### src/rtl/duft_ctrl_pkg.sv
// Shared definitions for the DUFT ap_ctrl_chain burst wrapper.
//   state_t     : controller states (IDLE=0, RUN=1, DONE=2)
//   addr_idle() : all-ones "no access" sentinel for a given address width
//   beat_count(): burst length to beat count (a length of 0 means 1 beat)
package duft_ctrl_pkg;

    typedef enum logic [1:0] {
        IDLE = 2'd0,
        RUN  = 2'd1,
        DONE = 2'd2
    } state_t;

    // Returned 64 bits wide; callers cast down to their own ADDR_W.
    function automatic logic [63:0] addr_idle(input int unsigned w);
        return ~64'd0 >> (64 - w);
    endfunction

    function automatic int unsigned beat_count(input int unsigned len);
        return (len == 32'd0) ? 32'd1 : len;
    endfunction

endpackage

### src/rtl/duft_beat_addr_gen.sv
// Beat address generator for one burst.
//   clk, rst   : clock, asynchronous active-high reset
//   load       : capture base_in/len_in and restart at beat 0
//   step       : advance to the next beat
//   base_in    : burst base address
//   len_in     : burst length (0 treated as 1)
//   beat_addr  : base + beat*ADDR_STRIDE, wrapping at 2^ADDR_W
//   last       : current beat is the final beat of the burst
module duft_beat_addr_gen
    import duft_ctrl_pkg::*;
#(
    parameter int ADDR_W      = 32,
    parameter int LEN_W       = 8,
    parameter int ADDR_STRIDE = 1
) (
    input  logic              clk,
    input  logic              rst,
    input  logic              load,
    input  logic              step,
    input  logic [ADDR_W-1:0] base_in,
    input  logic [LEN_W-1:0]  len_in,
    output logic [ADDR_W-1:0] beat_addr,
    output logic              last
);

    localparam logic [ADDR_W-1:0] ADDR_IDLE = ADDR_W'(addr_idle(ADDR_W));

    logic [ADDR_W-1:0] base_q;
    logic [LEN_W-1:0]  cnt_q;
    logic [LEN_W-1:0]  last_idx_q;

    always_ff @(posedge clk or posedge rst) begin
        if (rst) begin
            base_q     <= ADDR_IDLE;
            cnt_q      <= '0;
            last_idx_q <= '0;
        end else if (load) begin
            base_q     <= base_in;
            cnt_q      <= '0;
            last_idx_q <= LEN_W'(beat_count(32'(len_in)) - 32'd1);
        end else if (step) begin
            cnt_q      <= cnt_q + 1'b1;
        end
    end

    assign beat_addr = base_q + ADDR_W'(cnt_q) * ADDR_W'(ADDR_STRIDE);
    assign last      = (cnt_q == last_idx_q);

endmodule

### src/rtl/duft_ap_ctrl_chain_burst.sv
// ap_ctrl_chain burst wrapper in front of the DUFT core address/message port.
//   ap_clk, ap_rst          : clock, asynchronous active-high reset
//   addr, rd_wr, len        : job descriptor, captured when ap_ready=1
//   wr_data, wr_data_vld    : write beat data; wr_data_rdy flags consumption
//   ap_start/ap_ready       : job request / job accepted
//   ap_done/ap_continue     : job complete (held) / acknowledge
//   ap_ce                   : enables beat issue only
//   ap_idle                 : no job pending or requested
//   ap_return/ap_return_vld : registered read beat data and its strobe
//   core_rd_addr/_wr_addr   : core addresses, all-ones when no access
//   core_wr_msg/core_rd_msg : core write data / combinational read data
// Optional: define DUFT_SENTINEL_CHK_EN to add ap_err, which flags a fired
// beat whose address equals the all-ones sentinel.
module duft_ap_ctrl_chain_burst
    import duft_ctrl_pkg::*;
#(
    parameter int DATA_W      = 32,
    parameter int ADDR_W      = 32,
    parameter int LEN_W       = 8,
    parameter int ADDR_STRIDE = 1
) (
    input  logic              ap_clk,
    input  logic              ap_rst,
    input  logic [ADDR_W-1:0] addr,
    input  logic              rd_wr,
    input  logic [LEN_W-1:0]  len,
    input  logic [DATA_W-1:0] wr_data,
    input  logic              wr_data_vld,
    output logic              wr_data_rdy,
    input  logic              ap_start,
    input  logic              ap_continue,
    input  logic              ap_ce,
    output logic              ap_idle,
    output logic              ap_ready,
    output logic              ap_done,
    output logic [DATA_W-1:0] ap_return,
    output logic              ap_return_vld,
    output logic [ADDR_W-1:0] core_rd_addr,
    output logic [ADDR_W-1:0] core_wr_addr,
    output logic [DATA_W-1:0] core_wr_msg,
    input  logic [DATA_W-1:0] core_rd_msg
`ifdef DUFT_SENTINEL_CHK_EN
    ,
    output logic              ap_err
`endif
);

    localparam logic [ADDR_W-1:0] ADDR_IDLE = ADDR_W'(addr_idle(ADDR_W));

    state_t            state_q, state_d;
    logic              mode_rd_q;
    logic              beat_fire;
    logic              beat_last;
    logic [ADDR_W-1:0] beat_addr;

    duft_beat_addr_gen #(
        .ADDR_W      (ADDR_W),
        .LEN_W       (LEN_W),
        .ADDR_STRIDE (ADDR_STRIDE)
    ) u_addr_gen (
        .clk       (ap_clk),
        .rst       (ap_rst),
        .load      (ap_ready),
        .step      (beat_fire),
        .base_in   (addr),
        .len_in    (len),
        .beat_addr (beat_addr),
        .last      (beat_last)
    );

    assign beat_fire   = (state_q == RUN) && ap_ce && (mode_rd_q || wr_data_vld);
    assign wr_data_rdy = beat_fire && !mode_rd_q;

    always_ff @(posedge ap_clk or posedge ap_rst) begin
        if (ap_rst) state_q <= IDLE;
        else        state_q <= state_d;
    end

    always_comb begin
        state_d  = state_q;
        ap_idle  = 1'b0;
        ap_ready = 1'b0;
        ap_done  = 1'b0;
        case (state_q)
            IDLE: begin
                ap_idle = !ap_start;
                if (ap_start) begin
                    ap_ready = 1'b1;
                    state_d  = RUN;
                end
            end
            RUN: begin
                if (beat_fire && beat_last) state_d = DONE;
            end
            DONE: begin
                ap_done = 1'b1;
                // Chaining: a new job is taken in the same cycle done is consumed.
                if (ap_continue) begin
                    if (ap_start) begin
                        ap_ready = 1'b1;
                        state_d  = RUN;
                    end else begin
                        state_d  = IDLE;
                    end
                end
            end
            default: state_d = IDLE;
        endcase
    end

    always_comb begin
        core_rd_addr = ADDR_IDLE;
        core_wr_addr = ADDR_IDLE;
        core_wr_msg  = '0;
        if (beat_fire) begin
            if (mode_rd_q) begin
                core_rd_addr = beat_addr;
            end else begin
                core_wr_addr = beat_addr;
                core_wr_msg  = wr_data;
            end
        end
    end

    always_ff @(posedge ap_clk or posedge ap_rst) begin
        if (ap_rst) begin
            mode_rd_q     <= 1'b0;
            ap_return     <= '0;
            ap_return_vld <= 1'b0;
        end else begin
            if (ap_ready) mode_rd_q <= rd_wr;
            ap_return_vld <= beat_fire && mode_rd_q;
            if (beat_fire) begin
                if (mode_rd_q)      ap_return <= core_rd_msg;
                else if (beat_last) ap_return <= '0;
            end
        end
    end

`ifdef DUFT_SENTINEL_CHK_EN
    always_ff @(posedge ap_clk or posedge ap_rst) begin
        if (ap_rst)                                      ap_err <= 1'b0;
        else if (ap_ready)                               ap_err <= 1'b0;
        else if (beat_fire && (beat_addr == ADDR_IDLE))  ap_err <= 1'b1;
    end
`endif

endmodule

### config.mk
export PLATFORM = sky130hd
export DESIGN_NAME = duft_ap_ctrl_chain_burst
export DESIGN_NICKNAME = d
export VERILOG_FILES = /design/src/rtl/duft_ctrl_pkg.sv /design/src/rtl/duft_beat_addr_gen.sv /design/src/rtl/duft_ap_ctrl_chain_burst.sv
export SDC_FILE = /design/constraint.sdc
export NUM_CORES = 1
export LEC_CHECK = 0
export CAP_MARGIN = 30
export CORE_AREA = 4 4 113 115
export CTS_BUF_LIST = sky130_fd_sc_hd__clkbuf_8
export CTS_CLUSTER_DIAMETER = 60
export DETAILED_ROUTE_END_ITERATION = 7
export DIE_AREA = 0 0 117 119
export PLACE_DENSITY = 0.79
export SYNTH_ARGS = -nofsm -noshare
export SYNTH_HDL_FRONTEND = slang
export SYNTH_SLANG_ARGS = --single-unit
### constraint.sdc
create_clock -name ap_clk -period 3 [get_ports ap_clk]
set_input_delay 0.6 -clock ap_clk [delete_from_list [all_inputs] [get_ports ap_clk]]
set_output_delay 0.6 -clock ap_clk [all_outputs]
set_load 0.05 [all_outputs]
==> results.sh, run 1 <==
export IMPL_finalHoldViolCount=0
export IMPL_synth_fp_nets=678
export IMPL_critPathRequiredTime_ps=2400
export IMPL_antennaDiodeCount=0
export IMPL_synth_ff_latch_count=84
export IMPL_first_pass_iters=6
export IMPL_violations="negative setup slack"
export IMPL_pin_count_of_the_biggest_net_entering_global_routing=49
export IMPL_cts_clk_slew_worst_paths_ps=80
export IMPL_p_int_mw=4.15
export IMPL_grt_setup_unrepaired="true"
export IMPL_dpl_cell_area_mm2=0.00774
export IMPL_post_synth_edffs=0
export IMPL_cts_tree="built"
export IMPL_timing_final_max_slew_violations=0
export IMPL_floorplan_die_height_um=119
export IMPL_timing_critical_path_from_type="flip-flop"
export IMPL_final_min_clock_period_ps=3290
export IMPL_drt_wirelength_per_cell_um=18.3
export IMPL_post_dp_hpwl_um=12100
export IMPL_placement_rows=40
export IMPL_synth_async_reset_ratio=1.00
export IMPL_initial_utilization=0.411
export IMPL_first_pass_grt_wire_length_um=25500
export IMPL_worstSkewPairLatency_ps=340
export IMPL_yosys_area_share_adder=0.0299
export IMPL_min_period_over_period=1.10
export IMPL_fillers=797
export IMPL_arrival_ps=2690
export IMPL_syn_avg_cell_area_um2=8.74
export IMPL_pin_count=244
export IMPL_final_seq_area_mm2=0.00214
export IMPL_final_net_count=937
export IMPL_fin_util=0.726
export IMPL_synth_simple_gate_area_frac=0.276
export IMPL_placement_io_buffers=243
export IMPL_postCtsHoldBufs=0
export IMPL_chipWidth_um=117
export IMPL_power_share_switching=0.503
export IMPL_end_kind="primary output"
export IMPL_globalRouteTotalUtil=0.229
export IMPL_syn_area_mm2=0.00486
export IMPL_via_per_inst=5.39
export IMPL_worstMarginPinSlew_ps=639
export IMPL_synth_mux_area_fraction=0
export IMPL_synth_compound_area_share=0.130
export IMPL_worst_path_max_fanout=6
export IMPL_ant_nets=0
export IMPL_postSynth_topFlopCell="sky130_fd_sc_hd__dfrtp_1"
export IMPL_syn_to_final_growth_pct=76.3
export IMPL_clock_tree_buffer_depth=2
export IMPL_drc=0
export IMPL_htree_levels=3
export IMPL_outcome="complete, but fails checks"
export IMPL_post_synth_inst_count=556
export IMPL_drive_gt1_frac=0.301
export IMPL_worst_slack_ps=-291
export IMPL_clock_sink_count=84
export IMPL_root_buffer="sky130_fd_sc_hd__clkbuf_8"
export IMPL_die_area_mm2=0.0139
export IMPL_synth_yosys_seq_area_share=0.441
export IMPL_p_clk_frac=0.083
export IMPL_max_cap_violations=0
export IMPL_combinational_family_with_the_most_area_after_synthesis="simple AND/OR/NAND/NOR gates"
export IMPL_grt_antenna_before_repair=0
export IMPL_final_area_mm2=0.00857
export IMPL_coreArea_mm2=0.0118
export IMPL_p_leak_nw=3.76
export IMPL_timing_setup_critical_path_class="reg2out"
export IMPL_power_ir_vdd_worst_mv=0.712
export IMPL_area_of_the_multi_input_gates_mm2=0.00295
export IMPL_seq_power_share=0.279
export IMPL_hold_class="reg2reg"
export IMPL_fin_skew_ps=15.3
export IMPL_finalWirelength_um=17700
export IMPL_endpoints_failing_setup=49
export IMPL_timing_max_slew_rel_slack=0.574
export IMPL_synth_xor_xnor_area_share=0.0829
export IMPL_cts_made_buffers=9
export IMPL_cellPowerDensity_mw_per_mm2=975
export IMPL_total_switching_power_mw=4.21
export IMPL_vias_in_the_first_global_route=5093
export IMPL_synth_warning_count=0
export IMPL_gr_total_overflow=0
export IMPL_maxClockFrequency_mhz=304
export IMPL_dr_total_vias=5211
export IMPL_initialDrtViolationCount=510
export IMPL_combinationalPowerShare=0.638
export IMPL_finalWeightedCongestion=0.910
export IMPL_ys_types=51
-- per-stage QoR --
stage	instances	hold slack, ps	power [mW]	setup TNS (ps)	worst slack (ps)
after floorplan	556	441	5.33	0	26.6
after global placement	937	452	7.03	0	36.5
after detailed placement	937	451	7.15	-37.1	-17.5
after CTS	959	474	8.16	-3630	-173
after global routing	967	502	8.77	-11860	-470
final	967	484	8.36	-6840	-291
-- cell families (layout without fill, tap and decap cells) --
kind of cell / after synthesis / count (layout)
AO/OA/AOI/OAI: 85 / 86
XOR/XNOR: 46 / 46
adder cells (fa/ha/maj): 11 / 11
buffers and inverters: 44 / 307
flip-flops: 84 / 84
AND/OR/NAND/NOR: 286 / 286
-- path summary, 6_finish.rpt --
path / startpoint / endpoint / slack, ps / depth (start not counted)
max: u_addr_gen.base_q[14] / core_rd_addr[30] / -290 / 6
max reg2reg: u_addr_gen.cnt_q[0] / ap_return[12] / 950 / 9
min: u_addr_gen.base_q[5] / u_addr_gen.base_q[5] / 480 / 2
max in group asynchronous: ap_rst / u_addr_gen.base_q[5] / 1630 / 3
min reg2reg: u_addr_gen.base_q[5] / u_addr_gen.base_q[5] / 480 / 2
min in group asynchronous: ap_rst / ap_return[19] / 650 / 2
-- cells in the mapped netlist, types with 2 or more instances --
| cell type | instances | area share |
|---|---|---|
| sky130_fd_sc_hd__nand3b_1 | 5 | 0.0077 |
| sky130_fd_sc_hd__xor2_1 | 34 | 0.061 |
| sky130_fd_sc_hd__nor2_1 | 18 | 0.014 |
| sky130_fd_sc_hd__nor3_2 | 3 | 0.0062 |
| sky130_fd_sc_hd__nand4_1 | 12 | 0.015 |
| sky130_fd_sc_hd__o21ai_0 | 17 | 0.018 |
| sky130_fd_sc_hd__ha_1 | 10 | 0.026 |
| sky130_fd_sc_hd__nor4_1 | 3 | 0.0039 |
| sky130_fd_sc_hd__a211oi_1 | 2 | 0.0031 |
| sky130_fd_sc_hd__o211ai_1 | 3 | 0.0046 |
| sky130_fd_sc_hd__dfrtp_1 | 52 | 0.27 |
| sky130_fd_sc_hd__dfstp_2 | 32 | 0.17 |
| sky130_fd_sc_hd__or3_1 | 5 | 0.0064 |
| sky130_fd_sc_hd__nand2b_1 | 2 | 0.0026 |
| sky130_fd_sc_hd__and2_1 | 2 | 0.0026 |
| sky130_fd_sc_hd__and3_1 | 38 | 0.049 |
| sky130_fd_sc_hd__nand3_1 | 6 | 0.0062 |
| sky130_fd_sc_hd__o21ai_1 | 2 | 0.0021 |
| sky130_fd_sc_hd__o2111ai_1 | 6 | 0.011 |
| sky130_fd_sc_hd__a21o_1 | 6 | 0.0093 |
| sky130_fd_sc_hd__a22o_1 | 32 | 0.058 |
| sky130_fd_sc_hd__xnor2_1 | 12 | 0.022 |
| sky130_fd_sc_hd__a21oi_1 | 7 | 0.0072 |
| sky130_fd_sc_hd__clkbuf_1 | 15 | 0.012 |
| sky130_fd_sc_hd__nand4b_1 | 3 | 0.0054 |
| sky130_fd_sc_hd__buf_2 | 16 | 0.016 |
| sky130_fd_sc_hd__a211o_1 | 2 | 0.0036 |
| sky130_fd_sc_hd__inv_1 | 8 | 0.0062 |
| sky130_fd_sc_hd__nand2_1 | 175 | 0.14 |
| sky130_fd_sc_hd__buf_1 | 2 | 0.0015 |
| sky130_fd_sc_hd__nor3_1 | 6 | 0.0062 |
-- cells in the final DEF, fill, tap and decap left out, drive strengths merged, types with 4 or more instances in the layout --
cell type / count
o211ai: 4
buf: 138
a22o: 32
nand2: 175
clkbuf: 10
ha: 10
a21o: 6
dfstp: 32
nor2: 19
nor4: 4
o21ai: 19
clkdlybuf4s50: 144
or3: 5
inv: 8
dfrtp: 52
a21oi: 7
nor3: 9
xnor2: 12
and3: 38
nand3: 6
nand3b: 5
xor2: 34
o2111ai: 6
clkinv: 6
nand4: 12
-- final cells by class --
| class | count | area share |
|---|---|---|
| multi-input combinational | 429 | 0.344 |
| inverter | 9 | 0.00409 |
| clock inverter | 6 | 0.00365 |
| tap | 147 | 0.0215 |
| timing repair buffer | 282 | 0.361 |
| clock buffer | 10 | 0.0161 |
| sequential | 84 | 0.250 |
-- power groups by stage --
stage	clock network, mW	logic [mW]	registers, mW
3_3_place_gp	0	4.83	2.20
2_1_floorplan	0	2.51	2.82
5_1_grt	0.764	5.62	2.39
4_1_cts	0.715	5.18	2.26
3_5_place_dp	0	4.93	2.22
6_report	0.693	5.33	2.33
-- critical path: stages, from the launching register on --
cell                      delay (ps)
sky130_fd_sc_hd__dfstp_2         640
sky130_fd_sc_hd__nand4_1         350
sky130_fd_sc_hd__nor4_2          590
sky130_fd_sc_hd__nand4_1         200
sky130_fd_sc_hd__xor2_1          260
sky130_fd_sc_hd__nand2_1         120
sky130_fd_sc_hd__buf_4           200
-- state kept, by name, summed over array words and instances, names as in the netlist --
register / cells
u_addr_gen.last_idx_q: 8
mode_rd_q: 1
u_addr_gen.cnt_q: 8
u_addr_gen.base_q: 32
state_q: 2
ap_return: 32
ap_return_vld: 1
-- metal layers --
metal / routed length [um] / global-route usage
met5: 0 / 0
met4: 417 / 0.0710
met1: 7160 / 0.303
met2: 8910 / 0.381
met3: 1200 / 0.0371
-- repair_timing --
action                     in CTS  in global routing
setup endpoints to repair      49                 55
pin swaps                      23                 39
setup buffers                   4                  9
resized for setup              69                 37
cloned                          2                  0
Note: power is estimated with default switching activity, not from simulation.
==> inputs of run 2 (changes only) <==
--- a/config.mk
+++ b/config.mk
@@ -6,12 +6,13 @@
 export NUM_CORES = 1
 export LEC_CHECK = 0
 export CAP_MARGIN = 30
-export CORE_AREA = 4 4 113 115
+export CORE_AREA = 5 5 120 122
 export CTS_BUF_LIST = sky130_fd_sc_hd__clkbuf_8
 export CTS_CLUSTER_DIAMETER = 60
 export DETAILED_ROUTE_END_ITERATION = 7
-export DIE_AREA = 0 0 117 119
-export PLACE_DENSITY = 0.79
+export DIE_AREA = 0 0 125 127
+export MAX_ROUTING_LAYER = met4
+export PLACE_DENSITY = 0.75
 export SYNTH_ARGS = -nofsm -noshare
 export SYNTH_HDL_FRONTEND = slang
 export SYNTH_SLANG_ARGS = --single-unit
==> constraint.sdc (replaced) <==
create_clock -name ap_clk -period 2.87 [get_ports ap_clk]
set_input_delay 0.574 -clock ap_clk [delete_from_list [all_inputs] [get_ports ap_clk]]
set_output_delay 0.574 -clock ap_clk [all_outputs]
set_load 0.05 [all_outputs]
==> run 2 against run 1 <==
Compared with the run above: critical path type unchanged; sequential power grew 3%; via count shrank 0.46%; clock power grew 38%; the run still ends with negative setup slack left; power grew 10%; worst setup slack lost 78 ps; register-to-register slack lost 150 ps; first-iteration DRC count shrank 14%.
==> results.sh, run 2 (synthesis results as in run 1) <==
export IMPL_placement_io_buffers=243
export IMPL_power_share_switching=0.492
export IMPL_drc=0
export IMPL_coreArea_mm2=0.0131
export IMPL_drt_wirelength_per_cell_um=18.1
export IMPL_critical_path_top_delay_family="compound AO/OA/AOI/OAI gates"
export IMPL_p_clk_frac=0.103
export IMPL_fillers=921
export IMPL_outcome="complete, but fails checks"
export IMPL_total_switching_power_mw=4.54
export IMPL_regToRegSetupSlack_ps=800
export IMPL_floorplan_die_height_um=127
export IMPL_layout_top_registers="ap_return: 32 flops, u_addr_gen.base_q: 32 flops"
export IMPL_timing_critical_path_from_type="flip-flop"
export IMPL_power_ir_vdd_worst_mv=0.722
export IMPL_root_buffer="sky130_fd_sc_hd__clkbuf_8"
export IMPL_fin_skew_ps=11.3
export IMPL_dpl_cell_area_mm2=0.00790
export IMPL_htree_levels=3
export IMPL_critical_path_slowest_cell="sky130_fd_sc_hd__dfrtp_1"
export IMPL_timing_reg2reg_worst_path_depth=8
export IMPL_worst_path_max_fanout=5
export IMPL_maxClockFrequency_mhz=309
export IMPL_worst_r2r_endpoint="ap_return[15]"
export IMPL_cellPowerDensity_mw_per_mm2=1020
export IMPL_cts_tree="built"
export IMPL_ant_nets=0
export IMPL_grt_antenna_before_repair=0
export IMPL_cts_clk_slew_worst_paths_ps=90
export IMPL_fin_util=0.690
export IMPL_buffers_inverters_on_critical_path=1
export IMPL_syn_to_final_growth_pct=85.7
export IMPL_seq_power_share=0.260
export IMPL_first_pass_grt_wire_length_um=28000
export IMPL_globalRouteTotalUtil=0.223
export IMPL_final_area_mm2=0.00902
export IMPL_crit_path_start="u_addr_gen.cnt_q[0]"
export IMPL_grt_setup_unrepaired="true"
export IMPL_end_kind="primary output"
export IMPL_worstMarginPinSlew_ps=575
export IMPL_p_int_mw=4.69
export IMPL_violations="negative setup slack"
export IMPL_layout_common_cells="154 x sky130_fd_sc_hd__nand2_1, 144 x sky130_fd_sc_hd__clkdlybuf4s50_1, 64 x sky130_fd_sc_hd__buf_4"
export IMPL_first_pass_iters=5
export IMPL_p_leak_nw=3.95
export IMPL_vias_in_the_first_global_route=5421
export IMPL_timing_setup_critical_path_class="reg2out"
export IMPL_post_dp_hpwl_um=12800
export IMPL_pre_cts_slack_ps=-118
export IMPL_cp_depth=8
export IMPL_critPathRequiredTime_ps=2300
export IMPL_placement_rows=42
export IMPL_timing_final_max_slew_violations=0
export IMPL_clock_sink_count=84
export IMPL_arrival_ps=2670
export IMPL_finalHoldViolCount=0
export IMPL_endpoints_failing_setup=54
export IMPL_hold_class="in2async"
export IMPL_cts_made_buffers=9
export IMPL_antennaDiodeCount=0
export IMPL_path_cells="ha_4 -> fa_2 -> a211o_1 -> a211o_4 -> nand4_1 -> xor2_2 -> nand2_2 -> buf_8"
export IMPL_initial_utilization=0.371
export IMPL_drive_gt1_frac=0.347
export IMPL_max_cap_violations=0
export IMPL_gr_total_overflow=0
export IMPL_final_net_count=958
export IMPL_worstSkewPairLatency_ps=370
export IMPL_final_min_clock_period_ps=3240
export IMPL_critical_path_endpoint="core_rd_addr[30]"
export IMPL_chipWidth_um=125
export IMPL_pin_count=244
export IMPL_cpPeakStageDelay_ps=410
export IMPL_via_per_inst=5.10
export IMPL_timing_max_slew_rel_slack=0.617
export IMPL_die_area_mm2=0.0159
export IMPL_clock_tree_buffer_depth=2
export IMPL_finalWirelength_um=18400
export IMPL_reg_to_reg_start="u_addr_gen.cnt_q[4]"
export IMPL_pin_count_of_the_biggest_net_entering_global_routing=47
export IMPL_dr_total_vias=5187
export IMPL_initialDrtViolationCount=441
export IMPL_combinationalPowerShare=0.637
export IMPL_worst_slack_ps=-369
export IMPL_min_period_over_period=1.13
export IMPL_hold_slack_ps=407
export IMPL_most_common_library_cell_in_the_layout_ignoring_fill_and_taps="sky130_fd_sc_hd__nand2_1"
export IMPL_finalWeightedCongestion=0.857
## run 2: changes by cell type in the layout (fill, tap and decap cells not counted), moves of 3 or more
cell                        before  now
sky130_fd_sc_hd__xor2_1         23   18
sky130_fd_sc_hd__xor2_2         11   16
sky130_fd_sc_hd__buf_6          36   56
sky130_fd_sc_hd__o2111ai_4       6    3
sky130_fd_sc_hd__nand2_1       169  154
sky130_fd_sc_hd__clkinv_2        5    1
sky130_fd_sc_hd__nand2_2         6   21
sky130_fd_sc_hd__o2111ai_2       0    3
## run 2: area by class of cell
| cell class | instances | area (um2) | area share |
|---|---|---|---|
| Sequential cell | 84 | 2140 | 0.237 |
| Timing Repair Buffer | 303 | 3320 | 0.368 |
| Clock inverter | 6 | 88.8 | 0.00985 |
| Clock buffer | 10 | 138 | 0.0153 |
| Multi-Input combinational cell | 429 | 3080 | 0.341 |
| Inverter | 9 | 35.0 | 0.00388 |
| Tap cell | 176 | 220 | 0.0244 |
## run 2: timing repair
action                                  4_1_cts  5_1_grt
endpoints found under the setup margin       62       57
pin swaps                                    31       47
resized for setup                            60       81
hold buffers                                  0        0
gates cloned                                  1        1
setup buffers                                 4       21
## run 2: worst min path at each step
stage	startpoint	end	depth (start not counted)
3_5_place_dp	u_addr_gen.base_q[7]	u_addr_gen.base_q[7]	2
3_3_place_gp	u_addr_gen.base_q[7]	u_addr_gen.base_q[7]	2
5_1_grt	ap_rst	ap_return[10]	2
4_1_cts	ap_rst	ap_return[10]	2
2_1_floorplan	u_addr_gen.base_q[2]	u_addr_gen.base_q[2]	2
6_report	ap_rst	ap_return[10]	2
## run 2: power groups by stage
| stage | clock network, mW | registers (mW) | logic (mW) |
|---|---|---|---|
| after CTS | 0.979 | 2.32 | 5.47 |
| after detailed placement | 0 | 2.29 | 5.29 |
| final | 0.953 | 2.40 | 5.87 |
| after global routing | 1.02 | 2.48 | 6.21 |
| after floorplan | 0 | 2.95 | 2.66 |
| after global placement | 0 | 2.29 | 5.19 |
## run 2: worst register-to-register path, delay by kind of cell (launching register included)
| family | cells | cell delay (ps) |
|---|---|---|
| buf+inv | 3 | 520 |
| flops | 1 | 430 |
| compound gates | 2 | 430 |
| xor+xnor | 1 | 150 |
| simple gates | 2 | 440 |
## run 2: through the flow
step / power, mW / setup TNS [ps] / std cells
floorplan: 5.60 / 0 / 556
global placement: 7.48 / -466 / 978
detailed placement: 7.58 / -1680 / 978
CTS: 8.77 / -14350 / 999
global route: 9.71 / -19430 / 1017
finish: 9.22 / -14240 / 1017
## run 2: metal layers
layer | routed length [um] | vias up | GRT usage
met3 | 1240 | 32 | 0.0584
met1 | 7480 | 2492 | 0.270
met5 | 0 | - | -
met2 | 9300 | 216 | 0.366
li1 | - | 2447 | -
met4 | 371 | 0 | 0.0708
==> inputs of run 3 (changes only) <==
--- a/config.mk
+++ b/config.mk
@@ -6,13 +6,15 @@
 export NUM_CORES = 1
 export LEC_CHECK = 0
 export CAP_MARGIN = 30
-export CORE_AREA = 5 5 120 122
+export CORE_AREA = 5 5 121 123
 export CTS_BUF_LIST = sky130_fd_sc_hd__clkbuf_8
 export CTS_CLUSTER_DIAMETER = 60
 export DETAILED_ROUTE_END_ITERATION = 7
-export DIE_AREA = 0 0 125 127
+export DIE_AREA = 0 0 126 128
 export MAX_ROUTING_LAYER = met4
 export PLACE_DENSITY = 0.75
+export SLEW_MARGIN = 10
 export SYNTH_ARGS = -nofsm -noshare
 export SYNTH_HDL_FRONTEND = slang
+export SYNTH_HIERARCHICAL = 1
 export SYNTH_SLANG_ARGS = --single-unit
==> run 3 against run 2 <==
Compared with the run above: the flow still finishes with violations (negative setup slack); hold slack better by 95 ps; sequential share of layout area up 0.18 points; via count down 6.6%; largest cell class unchanged; power up 3.0%; utilization down 2.9 points; synthesized cell count down 14%; area after synthesis up 2.4%; final cell count down 8.6%; global-route usage down 0.92 points.
==> results.sh, run 3 <==
export IMPL_htree_levels=3
export IMPL_worst_r2r_endpoint="ap_return[15]"
export IMPL_end_kind="primary output"
export IMPL_hold_slack_ps=502
export IMPL_syn_area_mm2=0.00497
export IMPL_synth_fp_nets=598
export IMPL_global_route_usage_met2=0.353
export IMPL_final_net_count=867
export IMPL_most_common_library_cell_in_the_layout_ignoring_fill_and_taps="sky130_fd_sc_hd__clkdlybuf4s50_1"
export IMPL_first_pass_grt_wire_length_um=26600
export IMPL_buffers_inverters_on_critical_path=2
export IMPL_worstSkewPairLatency_ps=340
export IMPL_worstMarginPinSlew_ps=976
export IMPL_cp_depth=9
export IMPL_initial_utilization=0.367
export IMPL_cp_common_cell="sky130_fd_sc_hd__o211ai_1"
export IMPL_grt_setup_unrepaired="true"
export IMPL_final_min_clock_period_ps=3310
export IMPL_layout_top_registers="ap_return: 32 flops, u_addr_gen/base_q: 32 flops"
export IMPL_critical_path_top_delay_family="simple AND/OR/NAND/NOR gates"
export IMPL_initialDrtViolationCount=267
export IMPL_fin_skew_ps=8.93
export IMPL_synth_top_cells_by_count="52 x sky130_fd_sc_hd__dfrtp_1, 34 x sky130_fd_sc_hd__or3_1, 33 x sky130_fd_sc_hd__and2_1, 33 x sky130_fd_sc_hd__mux2_2"
export IMPL_syn_to_final_growth_pct=80.0
export IMPL_cts_tree="built"
export IMPL_hold_path_end="ap_return[17]"
export IMPL_arrival_ps=2740
export IMPL_post_dp_hpwl_um=13200
export IMPL_grt_antenna_before_repair=0
export IMPL_maxClockFrequency_mhz=302
export IMPL_post_synth_inst_count=476
export IMPL_timing_hold_worst_path_depth=1
export IMPL_dr_total_vias=4843
export IMPL_synth_ff_latch_count=84
export IMPL_postSynth_topFlopCell="sky130_fd_sc_hd__dfrtp_1"
export IMPL_synth_top_cell_area_share=0.262
export IMPL_regToRegSetupSlack_ps=890
export IMPL_gr_max_usage_layer="met2"
export IMPL_path_cells="ha_4 -> o211ai_1 -> o211ai_1 -> a22oi_2 -> buf_12 -> nor4b_2 -> xor2_1 -> or3_1 -> buf_4"
export IMPL_clock_sink_count=84
export IMPL_cpPeakStageDelay_ps=570
export IMPL_coreArea_mm2=0.0136
export IMPL_timing_max_slew_rel_slack=0.349
export IMPL_synth_yosys_seq_area_share=0.431
export IMPL_endpoints_failing_setup=55
export IMPL_post_synth_top_count_cell="sky130_fd_sc_hd__dfrtp_1"
export IMPL_crit_path_start="u_addr_gen/base_q[4]"
export IMPL_die_area_mm2=0.0161
export IMPL_drc=0
export IMPL_hold_class="reg2reg"
export IMPL_clock_tree_buffer_depth=2
export IMPL_finalHoldViolCount=0
export IMPL_ant_nets=0
export IMPL_grtUsageMet1=0.253
export IMPL_yosys_top_cells_area="sky130_fd_sc_hd__dfrtp_1 26%, sky130_fd_sc_hd__dfstp_2 17%, sky130_fd_sc_hd__mux2_2 7.5%"
export IMPL_vias_in_the_first_global_route=4984
export IMPL_placement_rows=43
export IMPL_power_ir_vdd_worst_mv=0.727
export IMPL_globalRouteTotalUtil=0.214
export IMPL_ys_types=48
export IMPL_pin_count_of_the_biggest_net_entering_global_routing=59
export IMPL_via_per_inst=5.21
export IMPL_drt_wirelength_per_cell_um=19.2
export IMPL_cts_made_buffers=9
export IMPL_cellPowerDensity_mw_per_mm2=1060
export IMPL_grtUsageMet3=0.0592
export IMPL_max_cap_violations=0
export IMPL_finalWirelength_um=17900
export IMPL_post_synth_edffs=0
export IMPL_pin_count=244
export IMPL_min_period_over_period=1.15
export IMPL_pre_cts_slack_ps=-156
export IMPL_cts_clk_slew_worst_paths_ps=80
export IMPL_drive_gt1_frac=0.401
export IMPL_synth_async_reset_ratio=1.00
export IMPL_worst_path_max_fanout=12
export IMPL_critical_path_slowest_cell="sky130_fd_sc_hd__dfstp_2"
export IMPL_synth_warning_count=6
export IMPL_p_leak_nw=3.72
export IMPL_critPathRequiredTime_ps=2300
export IMPL_gr_total_overflow=0
export IMPL_synth_largest_area_cell="sky130_fd_sc_hd__dfrtp_1"
export IMPL_root_buffer="sky130_fd_sc_hd__clkbuf_8"
export IMPL_reg_to_reg_start="u_addr_gen/cnt_q[0]"
export IMPL_placement_io_buffers=243
export IMPL_violations="negative setup slack"
export IMPL_outcome="complete, but fails checks"
export IMPL_timing_final_max_slew_violations=0
export IMPL_timing_critical_path_from_type="flip-flop"
export IMPL_syn_avg_cell_area_um2=10.5
export IMPL_timing_reg2reg_worst_path_depth=9
export IMPL_first_pass_iters=5
export IMPL_timing_setup_critical_path_class="reg2out"
export IMPL_worst_slack_ps=-441
export IMPL_floorplan_die_height_um=128
export IMPL_finalWeightedCongestion=0.928
export IMPL_chipWidth_um=126
export IMPL_layout_common_cells="143 x sky130_fd_sc_hd__clkdlybuf4s50_1, 59 x sky130_fd_sc_hd__buf_4, 52 x sky130_fd_sc_hd__dfrtp_1"
export IMPL_worstHoldStart="ap_return[17]"
export IMPL_antennaDiodeCount=0
-- run 3: final cells by class --
| type | instances | area [um2] |
|---|---|---|
| multi-input combinational | 353 | 3090 |
| clock buffer | 9 | 124 |
| tap | 180 | 225 |
| clock inverter | 7 | 60.1 |
| timing repair buffer | 288 | 3280 |
| fill | 994 | 4600 |
| inverter | 9 | 33.8 |
| sequential | 84 | 2140 |
-- run 3: worst max path at each step --
| stage | slack (ps) | to |
|---|---|---|
| after floorplan | 0.5 | core_rd_addr[30] |
| after global placement | -70 | core_rd_addr[26] |
| after detailed placement | -160 | core_rd_addr[19] |
| after CTS | -410 | core_rd_addr[19] |
| after global routing | -580 | core_rd_addr[23] |
| final | -440 | core_rd_addr[23] |
-- run 3: where the power goes --
group / internal [mW] / total [mW] / switching (mW)
Combinational: 2.77 / 6.24 / 3.47
Sequential: 1.91 / 2.46 / 0.549
Clock: 0.391 / 0.791 / 0.399
Total: 5.08 / 9.50 / 4.42
-- run 3: routing by layer --
layer,wire (um),part of all wire
met1,7120,0.40
met2,8850,0.49
met3,1500,0.084
met4,412,0.023
met5,0,0
-- run 3: timing repair --
item | CTS | global route
buffers inserted | 3 | 5
endpoints found under the setup margin | 56 | 78
gates cloned | 1 | 3
endpoints found under the hold margin | 0 | 0
pin swaps | 17 | 5
hold buffers | 0 | 0
resized for setup | 100 | 22
-- run 3: through the flow --
| step | TNS (ps) | total power, mW | util | std cells | cell area (um2) |
|---|---|---|---|---|---|
| final | -15010 | 9.50 | 0.660 | 930 | 8950 |
| after global routing | -21800 | 9.97 | 0.660 | 930 | 8950 |
| after CTS | -14720 | 9.28 | 0.646 | 922 | 8760 |
| after detailed placement | -2490 | 7.95 | 0.594 | 902 | 8060 |
| after global placement | -702 | 7.82 | 0.594 | 902 | 8060 |
| after floorplan | 0 | 5.97 | - | 476 | 5070 |
-- run 3: kinds of logic (layout without fill, tap and decap cells) --
| family | count (synthesis) | in the layout | synth area share |
|---|---|---|---|
| simple gates | 190 | 190 | 0.234 |
| flops | 84 | 84 | 0.431 |
| compound gates | 69 | 70 | 0.103 |
| xor+xnor | 48 | 48 | 0.0845 |
| buf+inv | 40 | 313 | 0.0417 |
| mux | 34 | 34 | 0.0767 |
| fa+ha+maj | 11 | 11 | 0.0292 |
